### config.mk
export PLATFORM = sky130hd
export DESIGN_NAME = mmio_uart_tx
export DESIGN_NICKNAME = d
export VERILOG_FILES = /design/src/rtl/arch_defs_pkg.sv /design/src/rtl/baud_tick.sv /design/src/rtl/mmio_uart_tx.sv
export SDC_FILE = /design/constraint.sdc
export NUM_CORES = 1
export LEC_CHECK = 0
export ABC_AREA = 1
export BUFFER_PORTS_ARGS = -buffer_cell sky130_fd_sc_hd__buf_2
export CAP_MARGIN = 20
export CORE_MARGIN = 2
export CORE_UTILIZATION = 55
export CTS_BUF_LIST = sky130_fd_sc_hd__clkbuf_4
export CTS_CLUSTER_DIAMETER = 40
export DETAILED_ROUTE_END_ITERATION = 8
export PLACE_DENSITY = 0.78
export SETUP_SLACK_MARGIN = 0.5
export SYNTH_ARGS = -nofsm -noshare
export SYNTH_HDL_FRONTEND = slang
export SYNTH_SLANG_ARGS = --single-unit
### constraint.sdc
create_clock -name clk -period 2.55 [get_ports clk]
set_input_delay 0.1275 -clock clk [delete_from_list [all_inputs] [get_ports clk]]
set_output_delay 0.1275 -clock clk [all_outputs]
set_load 0.03 [all_outputs]
### src/rtl/arch_defs_pkg.sv
// Shared architecture definitions for the CPU and its memory-mapped peripherals.
// Contents:
//   ARCH_DATA_WIDTH  - width of the CPU data bus
//   MMIO_UART_BASE   - TXDATA address of the serial transmitter (STATUS is +1);
//                      the computer's address decoder suppresses RAM writes here
//   uart_state_t     - frame sequencing states of the transmitter
//   UART_STATUS_*    - bit positions inside the transmitter STATUS register
package arch_defs_pkg;

  localparam int ARCH_DATA_WIDTH = 8;

  localparam logic [3:0] MMIO_UART_BASE = 4'hD;

  typedef enum logic [1:0] {
    IDLE,
    START,
    DATA,
    STOP
  } uart_state_t;

  localparam int UART_STATUS_BUSY = 0;
  localparam int UART_STATUS_FULL = 1;
  localparam int UART_STATUS_OVR  = 2;

endpackage

### src/rtl/baud_tick.sv
// Bit-period timer for the serial transmitter.
// Counts 0..CLKS_PER_BIT-1 and pulses tick for one cycle at the last count,
// then wraps to 0 so consecutive bits follow without a gap.
// Ports:
//   clk     - clock
//   reset   - asynchronous active-low reset
//   restart - synchronous restart; holds the count at 0 while asserted
//   tick    - high during the final cycle of each bit period
module baud_tick #(
  parameter int CLKS_PER_BIT = 16,
  localparam int CNT_W = (CLKS_PER_BIT > 2) ? $clog2(CLKS_PER_BIT) : 1
) (
  input  logic clk,
  input  logic reset,
  input  logic restart,
  output logic tick
);

  logic [CNT_W-1:0] bit_cnt;

  assign tick = (bit_cnt == CNT_W'(CLKS_PER_BIT - 1));

  // Free-running bit counter; wraps on tick, pinned to zero by restart.
  always_ff @(posedge clk or negedge reset) begin
    if (!reset) begin
      bit_cnt <= '0;
    end else if (restart || tick) begin
      bit_cnt <= '0;
    end else begin
      bit_cnt <= bit_cnt + 1'b1;
    end
  end

endmodule

### src/rtl/mmio_uart_tx.sv
// Memory-mapped 8N1 serial transmitter (LSB first) with a one-byte holding buffer.
// A store to BASE_ADDR queues a byte; a load from BASE_ADDR+1 returns
// {5'b0, ovr, hold_full, busy} and clears the sticky overrun flag.
// Ports:
//   clk      - clock
//   reset    - asynchronous active-low reset
//   addr     - bus address
//   data_in  - bus write data
//   we       - bus write strobe
//   re       - bus read strobe
//   data_out - read data, zero unless a STATUS read is decoded (OR-mergeable)
//   tx       - serial line, idles high
//   busy     - frame in flight or byte buffered
module mmio_uart_tx
  import arch_defs_pkg::*;
#(
  parameter int                    DATA_WIDTH   = ARCH_DATA_WIDTH,
  parameter int                    ADDR_WIDTH   = 4,
  parameter logic [ADDR_WIDTH-1:0] BASE_ADDR    = ADDR_WIDTH'(MMIO_UART_BASE),
  parameter int                    CLKS_PER_BIT = 16
) (
  input  logic                  clk,
  input  logic                  reset,
  input  logic [ADDR_WIDTH-1:0] addr,
  input  logic [DATA_WIDTH-1:0] data_in,
  input  logic                  we,
  input  logic                  re,
  output logic [DATA_WIDTH-1:0] data_out,
  output logic                  tx,
  output logic                  busy
);

  localparam logic [ADDR_WIDTH-1:0] STATUS_ADDR = BASE_ADDR + 1'b1;

  uart_state_t state, state_n;
  logic [2:0]  bit_idx, bit_idx_n;
  logic [7:0]  shreg, shreg_n;
  logic [7:0]  hold, hold_n;
  logic        hold_full, hold_full_n;
  logic        ovr, ovr_n;

  logic        tick;
  logic        wr_data;
  logic        rd_status;
  logic        end_stop;
  logic [7:0]  wr_byte;
  logic [7:0]  status;

  assign wr_data   = we && (addr == BASE_ADDR);
  assign rd_status = re && (addr == STATUS_ADDR);
  assign wr_byte   = data_in[7:0];
  assign end_stop  = (state == STOP) && tick;
  assign busy      = (state != IDLE) || hold_full;

  // The bit timer is held at zero while idle so an accepted write always
  // starts a full-length start bit; chained frames reuse the natural wrap.
  baud_tick #(
    .CLKS_PER_BIT(CLKS_PER_BIT)
  ) u_baud_tick (
    .clk    (clk),
    .reset  (reset),
    .restart(state == IDLE),
    .tick   (tick)
  );

  always_ff @(posedge clk or negedge reset) begin
    if (!reset) begin
      state     <= IDLE;
      bit_idx   <= '0;
      shreg     <= '0;
      hold      <= '0;
      hold_full <= 1'b0;
      ovr       <= 1'b0;
    end else begin
      state     <= state_n;
      bit_idx   <= bit_idx_n;
      shreg     <= shreg_n;
      hold      <= hold_n;
      hold_full <= hold_full_n;
      ovr       <= ovr_n;
    end
  end

  // Frame sequencing plus buffer management. Write handling comes after the
  // state case so that a store landing on the edge that ends a stop bit sees
  // the holding buffer already emptied by the transfer into shreg. The
  // overrun set also comes after the read-clear so a same-edge overrun wins.
  always_comb begin
    state_n     = state;
    bit_idx_n   = bit_idx;
    shreg_n     = shreg;
    hold_n      = hold;
    hold_full_n = hold_full;
    ovr_n       = ovr && !rd_status;

    unique case (state)
      IDLE: begin
        if (wr_data) begin
          shreg_n = wr_byte;
          state_n = START;
        end
      end
      START: begin
        if (tick) begin
          bit_idx_n = '0;
          state_n   = DATA;
        end
      end
      DATA: begin
        if (tick) begin
          shreg_n = shreg >> 1;
          if (bit_idx == 3'd7) begin
            state_n = STOP;
          end else begin
            bit_idx_n = bit_idx + 3'd1;
          end
        end
      end
      STOP: begin
        if (tick) begin
          if (hold_full) begin
            shreg_n     = hold;
            hold_full_n = 1'b0;
            state_n     = START;
          end else if (wr_data) begin
            shreg_n = wr_byte;
            state_n = START;
          end else begin
            state_n = IDLE;
          end
        end
      end
      default: state_n = IDLE;
    endcase

    if (wr_data && (state != IDLE)) begin
      if (end_stop) begin
        if (hold_full) begin
          hold_n      = wr_byte;
          hold_full_n = 1'b1;
        end
      end else if (!hold_full) begin
        hold_n      = wr_byte;
        hold_full_n = 1'b1;
      end else begin
        ovr_n = 1'b1;
      end
    end
  end

  // Serial line is decoded from state so reset forces it high asynchronously.
  always_comb begin
    unique case (state)
      START:   tx = 1'b0;
      DATA:    tx = shreg[0];
      default: tx = 1'b1;
    endcase
  end

  always_comb begin
    status                   = '0;
    status[UART_STATUS_BUSY] = busy;
    status[UART_STATUS_FULL] = hold_full;
    status[UART_STATUS_OVR]  = ovr;
    data_out                 = '0;
    if (rd_status) begin
      data_out[7:0] = status;
    end
  end

endmodule
* After elaboration in Yosys (flattened, before gate mapping) *
Index checks and enable logic that the tools add are counted.

storage, ports and cells
  input bits = 16
  bits in latches = 0
  memory bits (read-only) = 0
  memories = 0
  flip-flop bits (word level) = 27
  memory bits (writable) = 0

operators by class
  shift-type cells = 0
  add/subtract/negate cells = 2
  multiplexer cells = 32
  bitwise logic cells = 0
  multipliers = 0
  magnitude comparators = 0
  reduce and logical (&&, ||, !) cells = 16
  divide/modulo/power cells = 0
  eq/ne operators = 15

operators by type and width
  cell                                                                      count
  8-bit two-way mux                                                         7
  8-bit one-hot mux with 3 select lines                                     1
  2-bit inequality test (second input constant)                             7
  4-bit equality test (second input constant)                               3
  3-bit two-way mux                                                         4
  1-bit two-way mux                                                         11
  2-bit two-way mux                                                         5
  2-bit one-hot mux with 4 select lines                                     1
  3-bit one-hot mux with 2 select lines                                     1
  3-bit AND reduction                                                       2
  1-bit logical AND                                                         5
  5-bit AND reduction                                                       1
  4-bit by 1-bit adder with 4-bit output (second input constant)            1
  2-bit equality test (second input constant)                               2
  4-bit two-way mux                                                         1
  4-bit AND reduction                                                       1
  2-bit nonzero test                                                        2
  3-bit by 1-bit adder with 3-bit output (second input constant)            1
  3-bit equality test (second input constant)                               1
  3-bit nonzero test                                                        1
  2-bit by 1-bit equality test with 1-bit output (second input constant)    1
  2-bit logical NOT                                                         1
  1-bit logical OR                                                          2
  2-bit by 1-bit inequality test with 1-bit output (second input constant)  1
  2 further kinds                                                           2

* Depth between registers and ports, before layout *
Gate-level depths: netlist of the first run.

  depth in word-level cells = 7
  mapped depth = 9
  gate-level depth less buffers = 8

* Modules after synthesis *
From an unflattened synthesis of the first run, not the netlist that was laid out.

second synthesis, totals
  cell total of the unflattened synthesis = 224
  area total of the unflattened synthesis = 1,722.9 um^2

by module, submodules not included
  module        area each (um^2)  cells an instance  times used  seq. area each (um^2)
  mmio_uart_tx  1,530.2           205                1           575.6
  baud_tick     192.7             19                 1           100.1

* Worst setup path after synthesis of the first run *
OpenSTA, ideal clock, no wires.

  path type = reg2out
  from = reg state[0]
  to = out tx
  stages on the path, launching flop included = 5
  path slack = 900 ps
  arrival = 1,522 ps
  data required time = 2,423 ps
  cell sequence = dfrtp_1 -> inv_1 -> ha_1 -> buf_2 -> o21ai_0

on the way
  cells in the longest elaborated chain, start to end = 2
  elaborated cells on any way between the ends = 3

ends and longest elaborated chain
  what                                                                                          line                 text
  start, declared                                                                               mmio_uart_tx.sv:35   uart_state_t state, state_n;
  start signal, assigned                                                                        mmio_uart_tx.sv:75   state <= state_n;
  2-bit equality test / 2-bit by 1-bit equality test with 1-bit output (equally long branches)  mmio_uart_tx.sv:153  unique case (state)
  1-bit one-hot mux with 2 select lines (*)                                                     mmio_uart_tx.sv:153
  end, declared                                                                                 mmio_uart_tx.sv:29   output logic tx,

Every way passes the cells marked *; elsewhere a longest branch is shown, timed or not.

* Worst setup path after layout of the first run *
  from = reg state[1]
  to = out data_out[0]

on the way
  cells in the longest elaborated chain, start to end = 3

ends and longest elaborated chain
  what                line                 text
  2-bit nonzero test  mmio_uart_tx.sv:53   assign busy = (state != IDLE) || hold_full;
  1-bit logical OR    mmio_uart_tx.sv:53
  3-bit two-way mux   mmio_uart_tx.sv:166  if (rd_status) begin
  end, declared       mmio_uart_tx.sv:28   output logic [DATA_WIDTH-1:0] data_out,

No other way between the ends.

==> results_dict.tcl, run 1 <==
set metrics [dict create \
    diodes 0 \
    min_period_over_period 0.7300 \
    dieArea_mm2 0.003558 \
    cp_top_family "adder cells" \
    path_clk_slew_ns 0.16 \
    cp_data_required_time_ns 2.42 \
    ant_nets 0 \
    worst-r2r-cell-count 6 \
    holdPathEnd "hold[4]" \
    io_buffers 20 \
    drt-pass1-iter-count 4 \
    grt_overflow 0 \
    skew_ns 0.01226 \
    leakage_uw 0.0009809 \
    rrSetupSlack_ns 0.81 \
    track_usage 0.2050 \
    setup_viol 0 \
    powerDensity_mw_per_mm2 369.5 \
    num-fill-cells 280 \
    hp-start "data_in[4]" \
    syn_area_per_cell_um2 7.705 \
    slew_violations 0 \
    holdWs_ns 0.01453 \
    die_h_um 59.65 \
    yosysUniqueCellTypes 27 \
    synth.area.top_cells "dfrtp_1, nand2_1, nand3_1" \
    crit_arrival_ns 1.73 \
    endpoint_kind "output pin" \
    hp-class "in2reg" \
    ctsHtreeMaxLevel 1 \
    worstSetupStartpointType "register" \
    final_nets 267 \
    post_cts_buffers 0 \
    synth_seq_area_share 0.3968 \
    grt_pass1_vias 1221 \
    critPathMaxFanout 6 \
    hpwl_um 2497 \
    critical-path-slowest-cell "ha_1" \
    crit_chain "inv_1 > ha_1 > a21oi_1 > buf_2" \
    clk_latency_ns 0.34 \
    drv_cap 0 \
    synth_flop_cell "dfrtp_1" \
    max_freq_ghz 0.5372 \
    outcome "completed" \
    clock_path_buffers 2 \
    holdPathStages 3 \
    hold_viol 0 \
    ys_async_sr_fraction 1.000 \
    post-synth-top-count-cell "nand2_1" \
    vias 1414 \
    grt_max_degree 28 \
    r2r_end "hold[7]" \
    die_w_um 59.65 \
    cts_tree "built" \
    viasPerCell 5.142 \
    synth_cells 221 \
    ios 26 \
    cts_made_buffers 3 \
    synth_area_mm2 0.001703 \
    wl_um 3310 \
    area_delta_synth_final_pct 7.788 \
    grt_pass1_wl_um 5492 \
    yosys_warnings 0 \
    synthTopCellsByCount "nand2_1, nand3_1, dfrtp_1, nor2_1, inv_1" \
    synth.ff_latch_count 27 \
    synth_top_area_share 0.3968 \
    slew_headroom 0.5986 \
    r2r-start "state[0]" \
    synth_edf_count 0 \
    yosys.area.top_type "dfrtp_1" \
    grt_antenna_before_repair 0 \
    first_iter_violations 69 \
    worstMarginPinSlew_ns 0.6020 \
    cts_root_buffer "clkbuf_4" \
    routabilityCongestion 0.8455 \
    rsz0062_at_grt "no" \
    drive_gt1_frac 0.1653 \
    max-vdd-ir-drop_uv 243.0 \
    critical-path-max-stage-delay_ns 0.45 \
    cp_num_buf_inv 2 \
    rows 20 \
    drc 0 \
    core_area_mm2 0.003003 \
    final.setup.tns_ns 0 \
    avgRoutedWirePerCell_um 12.04 \
    crit_type "reg2out" \
    cts.sinks 27 \
    fin_crit_ns 1.862 \
    start_util 0.5671 \
]
-- report_power, final --
group	switching [uW]	total (uW)	internal, uW	leakage (uW)
Sequential	1.66	433	432	0.000329
Clock	134	193	59.0	0.0000177
Combinational	36.8	52.3	15.4	0.000634
-- registers in the layout (all words and copies together) (netlist names) --
register / flops
hold: 8
shreg: 8
u_baud_tick.bit_cnt: 4
bit_idx: 3
state: 2
hold_full: 1
ovr: 1
-- worst max path at each step --
stage	startpoint	depth (start not counted)	end	slack (ns)
2_1_floorplan	state[0]	4	tx	0.90
6_report	state[1]	4	data_out[0]	0.69
3_5_place_dp	state[0]	6	hold[2]	0.83
5_1_grt	state[1]	4	data_out[0]	0.58
4_1_cts	state[1]	4	data_out[0]	0.68
3_3_place_gp	state[0]	6	hold[0]	0.85
-- layer usage --
metal	GRT usage	up-vias	wire, um
li1	-	737	-
met1	0.3021	641	1720
met2	0.3043	32	1395
met3	0.03493	4	148
met4	0.06667	0	45
met5	0	-	0
-- layout make-up --
cell class	count	area, um^2	share of cell area
timing repair buffer	21	110.1	0.05999
clock inverter	1	5.005	0.002727
multi-input combinational	164	880.8	0.4799
sequential	27	675.6	0.3681
inverter	26	100.1	0.05453
tap	33	41.29	0.02249
clock buffer	3	22.52	0.01227
-- metrics by stage --
| step | std cells | power (uW) | instance area (um^2) | util | worst slack (ns) |
|---|---|---|---|---|---|
| 3_5_place_dp | 270 | 493.3 | 1798 | 0.5988 | 0.8261 |
| 2_1_floorplan | 225 | 473.1 | 1718 | - | 0.9003 |
| 6_report | 275 | 678.3 | 1836 | 0.6113 | 0.6884 |
| 5_1_grt | 275 | 708.7 | 1836 | 0.6113 | 0.5836 |
| 4_1_cts | 275 | 684.7 | 1836 | 0.6113 | 0.6778 |
| 3_3_place_gp | 270 | 493.0 | 1798 | 0.5988 | 0.8546 |
-- worst reg2reg max path: stages, from the launching register on --
cell	delay, ns
dfrtp_1	0.46
ha_1	0.51
nand2_4	0.13
xor2_4	0.29
nand2_4	0.12
nand2_1	0.08
nand2_1	0.05
-- kinds of logic (layout without fill, tap and decap cells) --
logic type / count (synthesis) / count (layout) / share of synthesized area
AO/OA/AOI/OAI: 30 / 30 / 0.1014
XOR/XNOR: 1 / 1 / 0.01617
adder cells (fa/ha/maj): 8 / 8 / 0.05878
buffers and inverters: 34 / 51 / 0.09478
flip-flops: 27 / 27 / 0.3968
other: 1 / 5 / 0.002202
AND/OR/NAND/NOR: 120 / 120 / 0.3299
-- cell usage in the layout (no fill, tap or decap), types with 2 or more instances in the layout --
cell type / count
clkbuf_4: 3
nand2_4: 2
a21oi_1: 13
buf_2: 20
nor2_8: 2
nand2_1: 55
conb_1: 5
nor2_1: 24
nand3_1: 30
o21ai_0: 12
ha_1: 8
inv_1: 23
inv_2: 2
dfrtp_1: 27
o21bai_1: 2
nand2_2: 2
-- timing repair --
item,CTS,global route
hold endpoints to repair,27,0
resized for setup,0,0
setup endpoints to repair,0,0
hold buffers,1,0
Note: power is estimated with default switching activity, not from simulation.
==> inputs of run 2 (changes only) <==
--- a/config.mk
+++ b/config.mk
@@ -5,7 +5,7 @@
 export SDC_FILE = /design/constraint.sdc
 export NUM_CORES = 1
 export LEC_CHECK = 0
-export ABC_AREA = 1
+export ABC_AREA = 0
 export BUFFER_PORTS_ARGS = -buffer_cell sky130_fd_sc_hd__buf_2
 export CAP_MARGIN = 20
 export CORE_MARGIN = 2
==> constraint.sdc (replaced) <==
create_clock -name clk -period 1.73 [get_ports clk]
set_input_delay 0.0865 -clock clk [delete_from_list [all_inputs] [get_ports clk]]
set_output_delay 0.0865 -clock clk [all_outputs]
set_load 0.03 [all_outputs]
==> results_dict.tcl, run 2 <==
set metrics [dict create \
    outcome "completed" \
    cts_tree "built" \
    synth_seq_area_share 0.4408 \
    pwr-share-comb 0.571 \
    synth_cells 120 \
    vias 1260 \
    leakage_uw 0.0009707 \
    first_iter_violations 94 \
    setup_viol 0 \
    critical-path-max-stage-delay_ns 0.47 \
    worstMarginPinSlew_ns 0.5910 \
    p_int_uw 1959 \
    hp-class "in2reg" \
    ys_async_sr_fraction 1.000 \
    core_area_mm2 0.002710 \
    top_regs "hold (8), shreg (8), u_baud_tick.bit_cnt (4)" \
    syn_area_per_cell_um2 12.77 \
    drv_cap 0 \
    diodes 0 \
    skew_ns 0.005128 \
    hold_viol 0 \
    yosys.area.top_type "dfrtp_1" \
    dieArea_mm2 0.003225 \
    viasPerCell 6.176 \
    p_seq_frac 0.341 \
    placed_area_mm2 0.001702 \
    crit_chain "buf_6 > inv_6 > ha_4 > nor3_4 > nand2_4 > mux2_4" \
    p_switching_uw 1282 \
    dp.cells 169 \
    wl_um 3942 \
    rsz0062_at_grt "yes" \
    path_clk_slew_ns 0.15 \
    min_period_over_period 0.9641 \
    synth_area_mm2 0.001533 \
    io_buffers 20 \
    final.setup.tns_ns 0 \
    synth.area.top_cells "dfrtp_1, mux2_4, ha_1" \
    max-vdd-ir-drop_uv 1357 \
    cts.sinks 27 \
    finalInstanceArea_mm2 0.002100 \
    grt_pass1_vias 1294 \
    grt_antenna_before_repair 0 \
    post-synth-top-count-cell "dfrtp_1" \
    mostFrequentLayoutCell "dfrtp_1" \
    die_w_um 56.79 \
    synth_top_area_share 0.4408 \
    endpoint_kind "register" \
    ios 26 \
    crit_arrival_ns 1.91 \
    avgRoutedWirePerCell_um 19.32 \
    slew_violations 0 \
    die_h_um 56.79 \
    crit_type "reg2reg" \
    drc 0 \
    synth_edf_count 0 \
    track_usage 0.2576 \
    start_util 0.5656 \
    pwr-share-clk 0.088 \
    routabilityCongestion 0.7996 \
    final_nets 198 \
    yosys_warnings 0 \
    synth_flop_cell "dfrtp_1" \
    hpwl_um 2246 \
    num-fill-cells 170 \
    mostFrequentLayoutCells "dfrtp_1, buf_4, buf_2, mux2_4, buf_6" \
    fin_crit_ns 1.668 \
    yosysUniqueCellTypes 43 \
    cts_root_buffer "clkbuf_4" \
    worstSetupStartpointType "register" \
    slew_headroom 0.6060 \
    drt-pass1-iter-count 4 \
    area_delta_synth_final_pct 36.98 \
    critPathMaxFanout 8 \
    ctsHtreeMaxLevel 1 \
    clock_path_buffers 2 \
    rows 19 \
    swShare 0.3955 \
    critical-path-slowest-cell "dfrtp_2" \
    clk_latency_ns 0.34 \
    synthTopCellsByCount "dfrtp_1, mux2_4, ha_1, o2bb2ai_1, a222oi_1" \
    grt_max_degree 28 \
    synth.ff_latch_count 27 \
    max_freq_ghz 0.5996 \
    grt_overflow 0 \
    ant_nets 0 \
    utilization 0.7747 \
    grt_pass1_wl_um 6368 \
    cts_made_buffers 3 \
    cp_data_required_time_ns 1.97 \
    stdcell_count 204 \
    drive_gt1_frac 0.5491 \
    powerDensity_mw_per_mm2 1543 \
]
run 2: cell count changes in the layout (fill, tap and decap cells not counted), moves of 8 or more:
cell,previous run,this run
a21oi_1,13,1
buf_4,0,22
buf_6,0,9
inv_1,23,3
mux2_4,0,9
nand2_1,55,1
nand3_1,30,0
nor2_1,24,4
o21ai_0,12,1
o2bb2ai_1,0,8
run 2: metal layers:
metal	GRT usage	vias to the layer above	share of wire
li1	-	562	-
met1	0.3413	642	0.42
met2	0.4452	48	0.51
met3	0.02765	8	0.050
met4	0.07641	0	0.022
met5	0	-	0
run 2: path summary, 6_finish.rpt:
path,startpoint,to,slack (ns),depth (start not counted)
max in group asynchronous,reset,state[0],1.05,2
min reg2reg,shreg[5],shreg[5],0.52,1
max reg2reg,state[1],hold[6],0.06,6
min,data_in[2],hold[2],0.007,2
min in group asynchronous,reset,shreg[4],0.26,2
max,state[1],hold[6],0.06,6
run 2: critical path: cells and delay by family, from the launching register on:
kind                     cells  cell delay, ns
multiplexers                 1            0.34
flip-flops                   1            0.47
buffers and inverters        2            0.18
adder cells (fa/ha/maj)      1            0.18
AND/OR/NAND/NOR              2            0.40
run 2: power by group through the flow:
stage | Combinational, uW | Sequential [uW] | Clock [uW]
3_5_place_dp | 1290 | 1090 | 0
2_1_floorplan | 1070 | 1030 | 0
3_3_place_gp | 1240 | 1070 | 0
6_report | 1850 | 1110 | 284
4_1_cts | 1660 | 1070 | 288
5_1_grt | 1980 | 1130 | 310
run 2: metrics by stage:
stage          setup WS (ns)  hold slack (ns)  total power, uW
2_1_floorplan         0.1536          -0.2091             2102
3_3_place_gp         0.08275           0.1208             2309
3_5_place_dp        -0.04718           0.1249             2382
4_1_cts              0.08468        0.0005643             3025
5_1_grt              0.04052         0.003345             3413
6_report             0.06211         0.007214             3240
run 2: final cells by class:
type / instances / area [um^2] / share of cell area
well taps: 31 / 38.79 / 0.01847
inverters: 6 / 27.53 / 0.01311
multi-input cells: 82 / 908.4 / 0.4327
repair buffers: 54 / 416.7 / 0.1985
flip-flops and latches: 27 / 678.2 / 0.3230
clock inverters: 1 / 7.507 / 0.003576
clock buffers: 3 / 22.52 / 0.01073
run 2: kinds of logic after synthesis:
group                      count (synthesis)  share of synthesized area
adders and majority gates                  9                    0.07184
xor gates and xnor gates                   2                    0.01633
DFF                                       27                     0.4408
other                                      1                   0.002447
buffers and inverters                     15                    0.05878
and+or+nand+nor                           19                    0.09307
AOI/OAI and AO/OA                         36                     0.2147
muxes                                     11                     0.1020
run 2: timing repair:
item                                    4_1_cts  5_1_grt
endpoints found under the hold margin        32        1
pin swaps                                    17       13
buffers inserted                             19        5
endpoints found under the setup margin       27       31
hold buffers                                  6        1
gates resized for setup                      20       11
